--- src/rtl/branch_pkg.sv ---
// Shared constants for the branch controller: RISC-V branch func3 encodings.
package branch_pkg;

  // Conditional-branch func3 encodings; 3'b010 and 3'b011 are reserved.
  localparam logic [2:0] BEQ  = 3'b000;
  localparam logic [2:0] BNE  = 3'b001;
  localparam logic [2:0] BLT  = 3'b100;
  localparam logic [2:0] BGE  = 3'b101;
  localparam logic [2:0] BLTU = 3'b110;
  localparam logic [2:0] BGEU = 3'b111;

endpackage : branch_pkg

--- src/rtl/branch_comparator.sv ---
// Combinational branch-condition evaluator: decodes func3 and compares the
// two register operands over the full XLEN, signed or unsigned.
module branch_comparator
  import branch_pkg::*;
#(
  parameter int XLEN = 32
) (
  input  logic [XLEN-1:0] data1,
  input  logic [XLEN-1:0] data2,
  input  logic [2:0]      func3,
  output logic            condition
);

  logic eq;
  logic lt_signed;
  logic lt_unsigned;

  assign eq          = (data1 == data2);
  assign lt_signed   = ($signed(data1) < $signed(data2));
  assign lt_unsigned = (data1 < data2);

  // Select the comparison named by func3; reserved encodings never branch.
  always_comb begin
    // NOTE: default assigned before the case so every path drives condition
    // and no latch is inferred for the reserved encodings.
    condition = 1'b0;
    case (func3)
      BEQ:     condition = eq;
      BNE:     condition = !eq;
      BLT:     condition = lt_signed;
      BGE:     condition = !lt_signed;
      BLTU:    condition = lt_unsigned;
      BGEU:    condition = !lt_unsigned;
      default: condition = 1'b0;
    endcase
  end

endmodule : branch_comparator

--- src/rtl/branch_controller.sv ---
// Branch/jump redirect unit: gates the branch condition with the Branch and
// Jump qualifiers and registers the PC-select and redirect target.
module branch_controller
  import branch_pkg::*;
#(
  parameter int XLEN = 32
) (
  input  logic            CLK,
  input  logic            RESET,
  input  logic [XLEN-1:0] data1,
  input  logic [XLEN-1:0] data2,
  input  logic [2:0]      func3,
  input  logic [XLEN-1:0] ALUresult,
  input  logic            Branch,
  input  logic            Jump,
  output logic [XLEN-1:0] TargetedAddress,
  output logic            PCAddressController
);

  logic condition;
  logic taken;

  branch_comparator #(
    .XLEN (XLEN)
  ) u_comparator (
    .data1     (data1),
    .data2     (data2),
    .func3     (func3),
    .condition (condition)
  );

  // Jumps always redirect; branches redirect only when their condition holds.
  assign taken = Jump | (Branch & condition);

  // Register the redirect decision and target every cycle; the target is
  // captured unconditionally and is only meaningful when PCAddressController is set.
  always_ff @(posedge CLK or negedge RESET) begin
    if (!RESET) begin
      PCAddressController <= 1'b0;
      TargetedAddress     <= '0;
    end else begin
      // NOTE: non-blocking assignments so both registers sample pre-edge values.
      PCAddressController <= taken;
      TargetedAddress     <= ALUresult;
    end
  end

endmodule : branch_controller

--- config.mk ---
export PLATFORM = sky130hd
export DESIGN_NAME = branch_controller
export DESIGN_NICKNAME = d
export VERILOG_FILES = /design/src/rtl/branch_pkg.sv /design/src/rtl/branch_comparator.sv /design/src/rtl/branch_controller.sv
export SDC_FILE = /design/constraint.sdc
export NUM_CORES = 1
export LEC_CHECK = 0
export ABC_AREA = 1
export BUFFER_PORTS_ARGS = -buffer_cell sky130_fd_sc_hd__buf_4
export CAP_MARGIN = 25
export CORE_MARGIN = 4
export CORE_UTILIZATION = 36
export DETAILED_ROUTE_END_ITERATION = 12
export PLACE_DENSITY = 0.76
export SLEW_MARGIN = 5
export SYNTH_ARGS = -nofsm -noshare
export SYNTH_HDL_FRONTEND = slang
export SYNTH_SLANG_ARGS = --single-unit
export TNS_END_PERCENT = 1
--- constraint.sdc ---
create_clock -name CLK -period 0.8 [get_ports CLK]
set_input_delay 0.12 -clock CLK [delete_from_list [all_inputs] [get_ports CLK]]
set_output_delay 0.12 -clock CLK [all_outputs]
set_load 0.01 [all_outputs]
==> impl_metrics.yaml <==
route:
  via_count: 1971
  vias_per_cell: 4.439
  drt_wl_total_mm: 6.574
  first_pass_iters: 4
  drtIter0Drc: 44
  postRouteAntennaNets: 0
  drc: 0
  wire_per_inst_um: 14.81
placed_design:
  io_buffers: 135
  dp_hpwl_mm: 4.370
  placed_cells_incl_taps: 403
  pre_cts_slack_ns: -0.9478
  globalplace.congestion: 0.7558
clock_network:
  clock-sinks: 33
  tritoncts: "built"
  htree_levels: 2
  cts_buffer_depth: 2
  cts_root_buf: "clkbuf_8"
  cts_buffers: 5
  clkSlewWorstSetupHoldPaths_ns: 0.06
pwr:
  seq_power_share_pct: 40.7
  powerDensity_nw_per_um2: 1186
  ir_worst_vdd_mv: 0.7508
  internal-power_mw: 3.228
  share_comb_of_total_power_pct: 33.4
  pwr-share-clk_pct: 25.9
  p_leak_nw: 1.989
  switchingPower_mw: 1.219
  swShare_pct: 27.42
sta:
  slew_violations: 0
  fin_tns_setup_ns: -4.191
  fmax_ghz: 0.6717
  period_needed_ns: 1.489
  rsz0062_at_grt: "true"
  finalSetupViolations: 34
  fin_ws_ns: -0.6888
  tightest_slew_ns: 0.4063
  finalHoldViolCount: 0
  fin_crit_sh_pct: 186.1
  relSlewSlack_pct: 72.91
  hold_ws_ns: 0.03734
global_routing:
  grt_overflow: 0
  grtUsageTotal_pct: 20.53
  grt_max_degree: 34
  grt_pass1_vias: 1991
  antenna_found_initial: 0
  grt_pass1_wl_mm: 9.887
logic_synthesis:
  synthCells: 199
  synth_seq_area_share_pct: 45.21
  syn_area_per_cell_um2: 9.180
  syn-num-nets: 334
  synth_cell_type_count: 20
  ys_ff_latch: 33
  syn_area_um2: 1827
  ys_warn_count: 0
floorplanning:
  fp.dieH_um: 79.24
  initial_utilization_pct: 37.92
  ios: 136
  die_area_um2: 6278
  fp.coreArea_um2: 4817
  row_count: 25
  fp.dieW_um: 79.24
worst_setup_path:
  start_kind: "input pin"
  crit_path_max_fanout: 2
  required_ns: 0.96
  cp_cell_sequence: "buf_8, inv_12, ha_4, nand2_4, nor2_4, nand4_1, nor3b_4, buf_4, nand2_1, nand2_1, a21oi_2, inv_1, nand2_1, o21bai_1, nand2_1"
  path_common_cell: "nand2_1"
  worst_setup_path_end_kind: "flip-flop"
  slowest_stage: "ha_4"
  critPathKind: "in2reg"
  crit_arrival_ns: 1.65
  cpPeakStageDelay_ns: 0.26
final_layout:
  register_area_um2: 825.8
  utilization_pct: 77.84
  nFillCells: 329
  fin_nets: 513
  antenna_cells: 0
  area_delta_synth_final_pct: 105.3
  multi_input_area_um2: 1044
  drive_gt1_share_pct: 48.54
  final_cells: 444
hold_path:
  holdPathEnd: "PCAddressController"
  hold_depth: 3
  hold_class: "in2reg"
  hp-start: "Jump"
flow_run:
  max_cap_violations: 0
run_status:
  violations: "negative setup slack"
  status: "complete, but fails checks"
[cell type report]
cell class	instances	area share [%]
Clock buffer	5	1.835
Timing Repair Buffer	172	40.84
Inverter	45	5.105
Clock inverter	1	0.1335
Tap cell	67	2.236
Sequential cell	33	22.02
Multi-Input combinational cell	121	27.83
[stage by stage]
stage	power, mW	area [µm²]
detailed placement	2.971	3054
global placement	2.941	3054
finish	4.447	3750
global route	4.695	3750
floorplan	2.295	1942
CTS	4.311	3656
[registers in the layout, indices dropped and copies added, names as in the netlist]
register	flops
TargetedAddress	32
PCAddressController	1
[layout by cell type, fill, tap and decap left out, types with 2 or more instances in the layout]
master | netlist | routed
a21o_1 | 2 | 2
a21oi_1 | 14 | 9
a21oi_2 | 1 | 6
buf_4 | 0 | 98
buf_6 | 0 | 40
clkbuf_8 | 0 | 5
dfrtp_1 | 33 | 33
dlygate4sd3_1 | 0 | 33
ha_1 | 32 | 20
ha_4 | 0 | 12
inv_1 | 45 | 40
inv_2 | 0 | 2
nand2_1 | 40 | 36
nand2_2 | 3 | 4
nand2_4 | 0 | 3
nand3_1 | 7 | 5
nand3_2 | 0 | 2
nand4_1 | 2 | 2
nor2_1 | 8 | 7
nor2_2 | 2 | 2
nor2_4 | 1 | 2
nor3_1 | 2 | 2
o21ai_1 | 1 | 2
[critical path: cells and delay by family]
kind / cells / cell delay, ns
AND/OR/NAND/NOR: 8 / 0.76
adder cells (fa/ha/maj): 1 / 0.26
buffers and inverters: 4 / 0.32
AO/OA/AOI/OAI: 2 / 0.18
[synthesized netlist by cell type (all sizes together)]
library cell | n | share of area (%)
ha | 32 | 22
dfrtp | 33 | 45
o21ai | 3 | 0.82
nor2 | 11 | 2.9
o21a | 2 | 0.89
inv | 45 | 9.2
a21oi | 15 | 4.3
nand2 | 43 | 9.2
nor3 | 2 | 0.55
nand3 | 7 | 1.9
nor3b | 1 | 1.0
a21o | 2 | 0.82
nand4 | 2 | 0.68
o21bai | 1 | 0.41
[worst max-delay path by stage]
stage	to	from	slack, ns
2_1_floorplan	PCAddressController	data2[21]	-0.69
3_5_place_dp	PCAddressController	data2[21]	-0.95
5_1_grt	PCAddressController	data2[21]	-0.77
3_3_place_gp	PCAddressController	data2[21]	-0.90
4_1_cts	PCAddressController	data2[23]	-0.61
6_report	PCAddressController	data2[21]	-0.69
[routing by layer]
layer	global-route usage, %	vias up	wire [µm]
met1	23.40	891	2522
met3	5.442	7	550
li1	-	979	-
met2	37.96	94	3424
met4	4.811	0	76
met5	0	-	0
[logic make-up after synthesis]
logic type	share of synthesized area [%]
buffers and inverters	9.246
and+or+nand+nor	16.37
AOI/OAI and AO/OA	7.260
DFF	45.21
adders and majority gates	21.92
[power groups by stage]
stage          Sequential [mW]  Combinational (mW)  Clock, mW
2_1_floorplan             1.86               0.437          0
6_report                  1.81                1.49       1.15
5_1_grt                   1.82                1.63       1.24
4_1_cts                   1.80                1.40       1.11
3_5_place_dp              1.81                1.16          0
3_3_place_gp              1.81                1.13          0
[what timing repair did]
action	CTS	global route
pin swaps	15	9
setup buffers	0	2
gates resized for setup	49	13
endpoints found under the setup margin	34	34
hold buffers	33	0
endpoints found under the hold margin	65	0
No activity file was read; power rests on OpenSTA's default activity.
